File: src/rtl/uart_tx_fifo.sv
// Transmit-side byte FIFO that feeds a UART transmitter one byte per frame,
// launching on an idle UART and pacing itself on the UART busy flag.
module uart_tx_fifo #(
    parameter int DEPTH        = 16,
    parameter int ADDR_W       = 4,
    parameter int BUSY_TIMEOUT = 255
) (
    input  logic              clk,
    input  logic              rst,
    input  logic              wr_en,
    input  logic [7:0]        wr_data,
    output logic              full,
    output logic              empty,
    output logic [ADDR_W:0]   count,
    output logic              overflow,
    input  logic              clr_ovf,
    input  logic              busy,
    output logic              tx_val,
    output logic [7:0]        tx_data
);

    localparam int TMR_W = (BUSY_TIMEOUT < 2) ? 1 : $clog2(BUSY_TIMEOUT + 1);

    localparam logic [ADDR_W:0]   CNT_ONE   = (ADDR_W+1)'(1);
    localparam logic [ADDR_W:0]   CNT_FULL  = (ADDR_W+1)'(DEPTH);
    localparam logic [ADDR_W-1:0] PTR_ONE   = ADDR_W'(1);
    localparam logic [TMR_W-1:0]  TMR_ONE   = TMR_W'(1);
    localparam logic [TMR_W-1:0]  TMR_LIMIT = TMR_W'(BUSY_TIMEOUT);

    typedef enum logic [1:0] {
        IDLE,
        WAIT_START,
        WAIT_END
    } state_t;

    state_t            state;
    state_t            state_next;
    logic [7:0]        mem [DEPTH];
    logic [ADDR_W-1:0] wr_ptr;
    logic [ADDR_W-1:0] rd_ptr;
    logic [ADDR_W:0]   count_next;
    logic [TMR_W-1:0]  timer;
    logic [TMR_W-1:0]  timer_next;
    logic              wr_accept;
    logic              pop;
    logic              tx_val_next;

    // A write is judged against the registered full flag, so a pop in the
    // same cycle never rescues a write into a full FIFO.
    assign wr_accept = wr_en && !full;

    always_comb begin
        count_next = count;
        if (wr_accept && !pop) begin
            count_next = count + CNT_ONE;
        end else if (!wr_accept && pop) begin
            count_next = count - CNT_ONE;
        end
    end

    always_ff @(posedge clk) begin
        if (wr_accept) begin
            mem[wr_ptr] <= wr_data;
        end
    end

    always_ff @(posedge clk or negedge rst) begin
        if (!rst) begin
            wr_ptr   <= '0;
            rd_ptr   <= '0;
            count    <= '0;
            full     <= 1'b0;
            empty    <= 1'b1;
            overflow <= 1'b0;
        end else begin
            if (wr_accept) begin
                wr_ptr <= wr_ptr + PTR_ONE;
            end
            if (pop) begin
                rd_ptr <= rd_ptr + PTR_ONE;
            end
            count <= count_next;
            full  <= (count_next == CNT_FULL);
            empty <= (count_next == '0);
            // A dropped byte outranks a clear in the same cycle.
            if (wr_en && full) begin
                overflow <= 1'b1;
            end else if (clr_ovf) begin
                overflow <= 1'b0;
            end
        end
    end

    always_comb begin
        state_next  = state;
        timer_next  = timer;
        pop         = 1'b0;
        tx_val_next = 1'b0;
        case (state)
            IDLE: begin
                if (!empty && !busy) begin
                    pop         = 1'b1;
                    tx_val_next = 1'b1;
                    timer_next  = '0;
                    state_next  = WAIT_START;
                end
            end
            WAIT_START: begin
                // If the UART never acknowledges, the byte is abandoned.
                if (busy) begin
                    state_next = WAIT_END;
                end else begin
                    timer_next = timer + TMR_ONE;
                    if (timer_next == TMR_LIMIT) begin
                        state_next = IDLE;
                    end
                end
            end
            WAIT_END: begin
                if (!busy) begin
                    state_next = IDLE;
                end
            end
            default: begin
                state_next = IDLE;
            end
        endcase
    end

    always_ff @(posedge clk or negedge rst) begin
        if (!rst) begin
            state   <= IDLE;
            timer   <= '0;
            tx_val  <= 1'b0;
            tx_data <= 8'h00;
        end else begin
            state  <= state_next;
            timer  <= timer_next;
            tx_val <= tx_val_next;
            if (pop) begin
                tx_data <= mem[rd_ptr];
            end
        end
    end

endmodule

File: config.mk
export PLATFORM = sky130hd
export DESIGN_NAME = uart_tx_fifo
export DESIGN_NICKNAME = d
export VERILOG_FILES = /design/src/rtl/uart_tx_fifo.sv
export SDC_FILE = /design/constraint.sdc
export NUM_CORES = 1
export LEC_CHECK = 0
export CAP_MARGIN = 5
export CORE_ASPECT_RATIO = 0.75
export CORE_MARGIN = 4
export CORE_UTILIZATION = 50
export DETAILED_ROUTE_END_ITERATION = 12
export GPL_TIMING_DRIVEN = 0
export PLACE_DENSITY = 0.76
export SETUP_SLACK_MARGIN = 0.2
export SLEW_MARGIN = 30
export SYNTH_ARGS = -nofsm -noshare
export SYNTH_HDL_FRONTEND = slang
export SYNTH_SLANG_ARGS = --single-unit
File: constraint.sdc
create_clock -name clk -period 2.3 [get_ports clk]
set_input_delay 0.69 -clock clk [delete_from_list [all_inputs] [get_ports clk]]
set_output_delay 0.69 -clock clk [all_outputs]
set_load 0.05 [all_outputs]
==> flow_summary_export.csv, run 1 <==
group,metric,value,unit
worst_setup_path,worstPathMaxFanout,5,
sta,maxSlewHeadroom,49.0,%
place,dp.final_hpwl,9.40,mm
sta,worstMarginPinSlew,765,ps
cells_and_area,nFillCells,963,
cells_and_area,layout_commonest_cell,"edfxtp_1",
grt,antenna_found_initial,0,
job,max-cap-violations,0,
place,port_buffers,29,
detailed_routing,drt_iter0_drc,420,
clocking,numCtsBuffers,17,
detailed_routing,drcViolationCount,0,
sta,fmaxAchievable,0.478,GHz
grt,grt_pass1_vias,3956,
floorplan,coreArea,13100,um2
worst_setup_path,critical_path_class,"in2reg",
sta,fin_ws,209,ps
worst_setup_path,crit_arrival,2430,ps
worst_setup_path,start_kind,"input pin",
clocking,clock_path_buffers,2,
floorplan,die_x,142,um
synth,netlist_instances,405,
sta,final-setup-viol-count,0,
cells_and_area,final_cell_mix,"edfxtp_1, dfrtp_1, mux4_2",
detailed_routing,vias_per_cell,6.03,
floorplan,core.rowCount,36,
clocking,holdBufCountCts,0,
grt,grt_overflow_total,0,
sta,drv_slew,0,
detailed_routing,vias,3879,
clocking,clkLatencyLatePin,420,ps
detailed_routing,wl,14.2,mm
cells_and_area,drive_gt1_share,27.3,%
synth,syn_nets,427,
place,gp_congestion,0.841,
grt,grt_pass1_wl,21.9,mm
synth,synthArstFlopShare,21.5,%
floorplan,io_pins,30,
detailed_routing,antenna_left,0,
sta,rsz0062_at_grt,"true",
grt,grt_use_total,19.5,%
cells_and_area,final_core_util,61.5,%
place,place_area,7270,um2
place,placed_cells,606,
synth,synth.distinct_cells,43,
power_and_ir_drop,leakage,2.88,nW
place,place_ws,-684,ps
power_and_ir_drop,p_per_area,1290,nW/um2
detailed_routing,drt-wirelength-per-cell,22.0,um
worst_setup_path,critPathCaptureType,"register",
sta,fin_crit,2090,ps
cells_and_area,fin_area,8030,um2
synth,ys_seq_elements,163,
synth,syn-cell-area,6730,um2
cells_and_area,syn_to_final_growth,19.4,%
cells_and_area,multi_input_area,1970,um2
synth,seq_area_frac_synth,70.2,%
cells_and_area,final_cells,643,
detailed_routing,first_pass_iters,5,
worst_hold_path,hold_path_class,"in2async",
cells_and_area,final_nets,481,
floorplan,start_util,51.5,%
worst_setup_path,crit_required,2640,ps
run_status,outcome,"finished clean",
synth,synth_area_per_cell,16.6,um2
cells_and_area,seq_area,4720,um2
power_and_ir_drop,ir_worst_vdd,0.000694,V
sta,period_share,90.9,%
clocking,cts.htree.levels,4,
synth,synth_edf_count,128,
clocking,path_clk_slew,70,ps
floorplan,dieArea,15400,um2
clocking,cts.sinks,163,
synth,synthFlopType,"edfxtp_1",
clocking,cts_tree,"yes",
floorplan,die_h,108,um
sta,fin_worst_skew,12.6,ps
clocking,cts_root_buffer,"clkbuf_16",
cells_and_area,diodes,0,
synth,yosysWarnings,0,
sta,hold_violations,0,
grt,grt_start_max_net_pins,19,
sta,tns,0,ps
## synthesized netlist by cell type (all sizes together) (4+ instances only)
| master | instances | area [um2] |
|---|---|---|
| nor2 | 12 | 45.0 |
| and2 | 18 | 113 |
| a221o | 8 | 80.1 |
| nor3 | 7 | 35.0 |
| mux2i | 13 | 130 |
| mux4 | 22 | 495 |
| o21bai | 5 | 37.5 |
| dfrtp | 34 | 851 |
| ha | 9 | 113 |
| xnor2 | 9 | 78.8 |
| mux2 | 18 | 203 |
| nand2 | 17 | 63.8 |
| buf | 8 | 37.5 |
| o31ai | 4 | 30.0 |
| and3 | 4 | 30.0 |
| a21oi | 9 | 45.0 |
| clkbuf | 10 | 37.5 |
| inv | 9 | 33.8 |
| o22ai | 5 | 31.3 |
| o21ai | 20 | 100 |
| edfxtp | 128 | 3840 |
## critical path, stage by stage
cell,delay [ps]
clkdlybuf4s15_2,210
or4_4,490
buf_8,160
and3_4,170
a32oi_2,220
xor2_1,240
inv_1,90
nor4_2,150
## path summary, 6_finish.rpt
path | from | end | slack [ps] | cells past startpoint
min reg2reg | timer[7] | timer[7] | 530 | 1
min | rst | timer[5] | 220 | 1
max reg2reg | state[0] | empty | 220 | 7
min in group clk | timer[7] | timer[7] | 530 | 1
max in group asynchronous | rst | empty | 1560 | 2
max | busy | empty | 210 | 8
## cell type report
class | count | share of cell area (%)
flip-flops and latches | 163 | 58.8
multi-input cells | 214 | 24.6
clock buffers | 17 | 5.30
repair buffers | 35 | 4.19
well taps | 171 | 2.66
clock inverters | 15 | 2.06
plain buffers | 18 | 1.78
inverters | 10 | 0.623
## through the flow
step	total power, mW	hold slack [ps]
5_1_grt	10.8	243
6_report	10.4	215
2_1_floorplan	6.40	394
3_3_place_gp	7.32	487
3_5_place_dp	7.46	516
4_1_cts	10.3	219
## where the power goes
group / internal (mW) / switching, mW / total, mW / leakage (nW)
registers: 3.67 / 0.330 / 4.00 / 1.60
logic: 1.53 / 2.09 / 3.63 / 0.997
clock network: 1.45 / 1.29 / 2.74 / 0.283
## per-layer routing
metal	share of wire, %	GRT usage [%]
met5	0	0
met4	1.6	6.71
met3	8.6	6.06
met2	49	30.2
met1	41	26.5
## sequential cells by signal (all words and copies together), names as in the netlist
name	count
count	5
empty	1
full	1
mem	128
overflow	1
rd_ptr	4
state	2
timer	8
tx_data	8
tx_val	1
wr_ptr	4
## cells by family (layout without fill, tap and decap cells)
kind of cell	after synthesis	count (layout)	share of synthesized area, %
AOI/OAI and AO/OA	65	65	6.60
xor gates and xnor gates	11	11	1.43
adders and majority gates	9	9	1.67
buffers and inverters	28	95	1.67
DFF	163	163	70.2
muxes	53	53	12.3
and+or+nand+nor	76	76	6.12
## what timing repair did
action                                 4_1_cts  5_1_grt
endpoints found under the hold margin        0        0
gates resized for setup                     68       20
setup endpoints to repair                  159      119
setup buffers                                3        2
pin swaps                                    5        3
Power figures use the tool's default switching activity.
==> inputs of run 2 (changes only) <==
--- a/config.mk
+++ b/config.mk
@@ -5,6 +5,7 @@
 export SDC_FILE = /design/constraint.sdc
 export NUM_CORES = 1
 export LEC_CHECK = 0
+export ABC_CLOCK_PERIOD_IN_PS = 2300
 export CAP_MARGIN = 5
 export CORE_ASPECT_RATIO = 0.75
 export CORE_MARGIN = 4
==> results of run 2 <==
Final layout, timing and power as in run 1 (identical DEF).
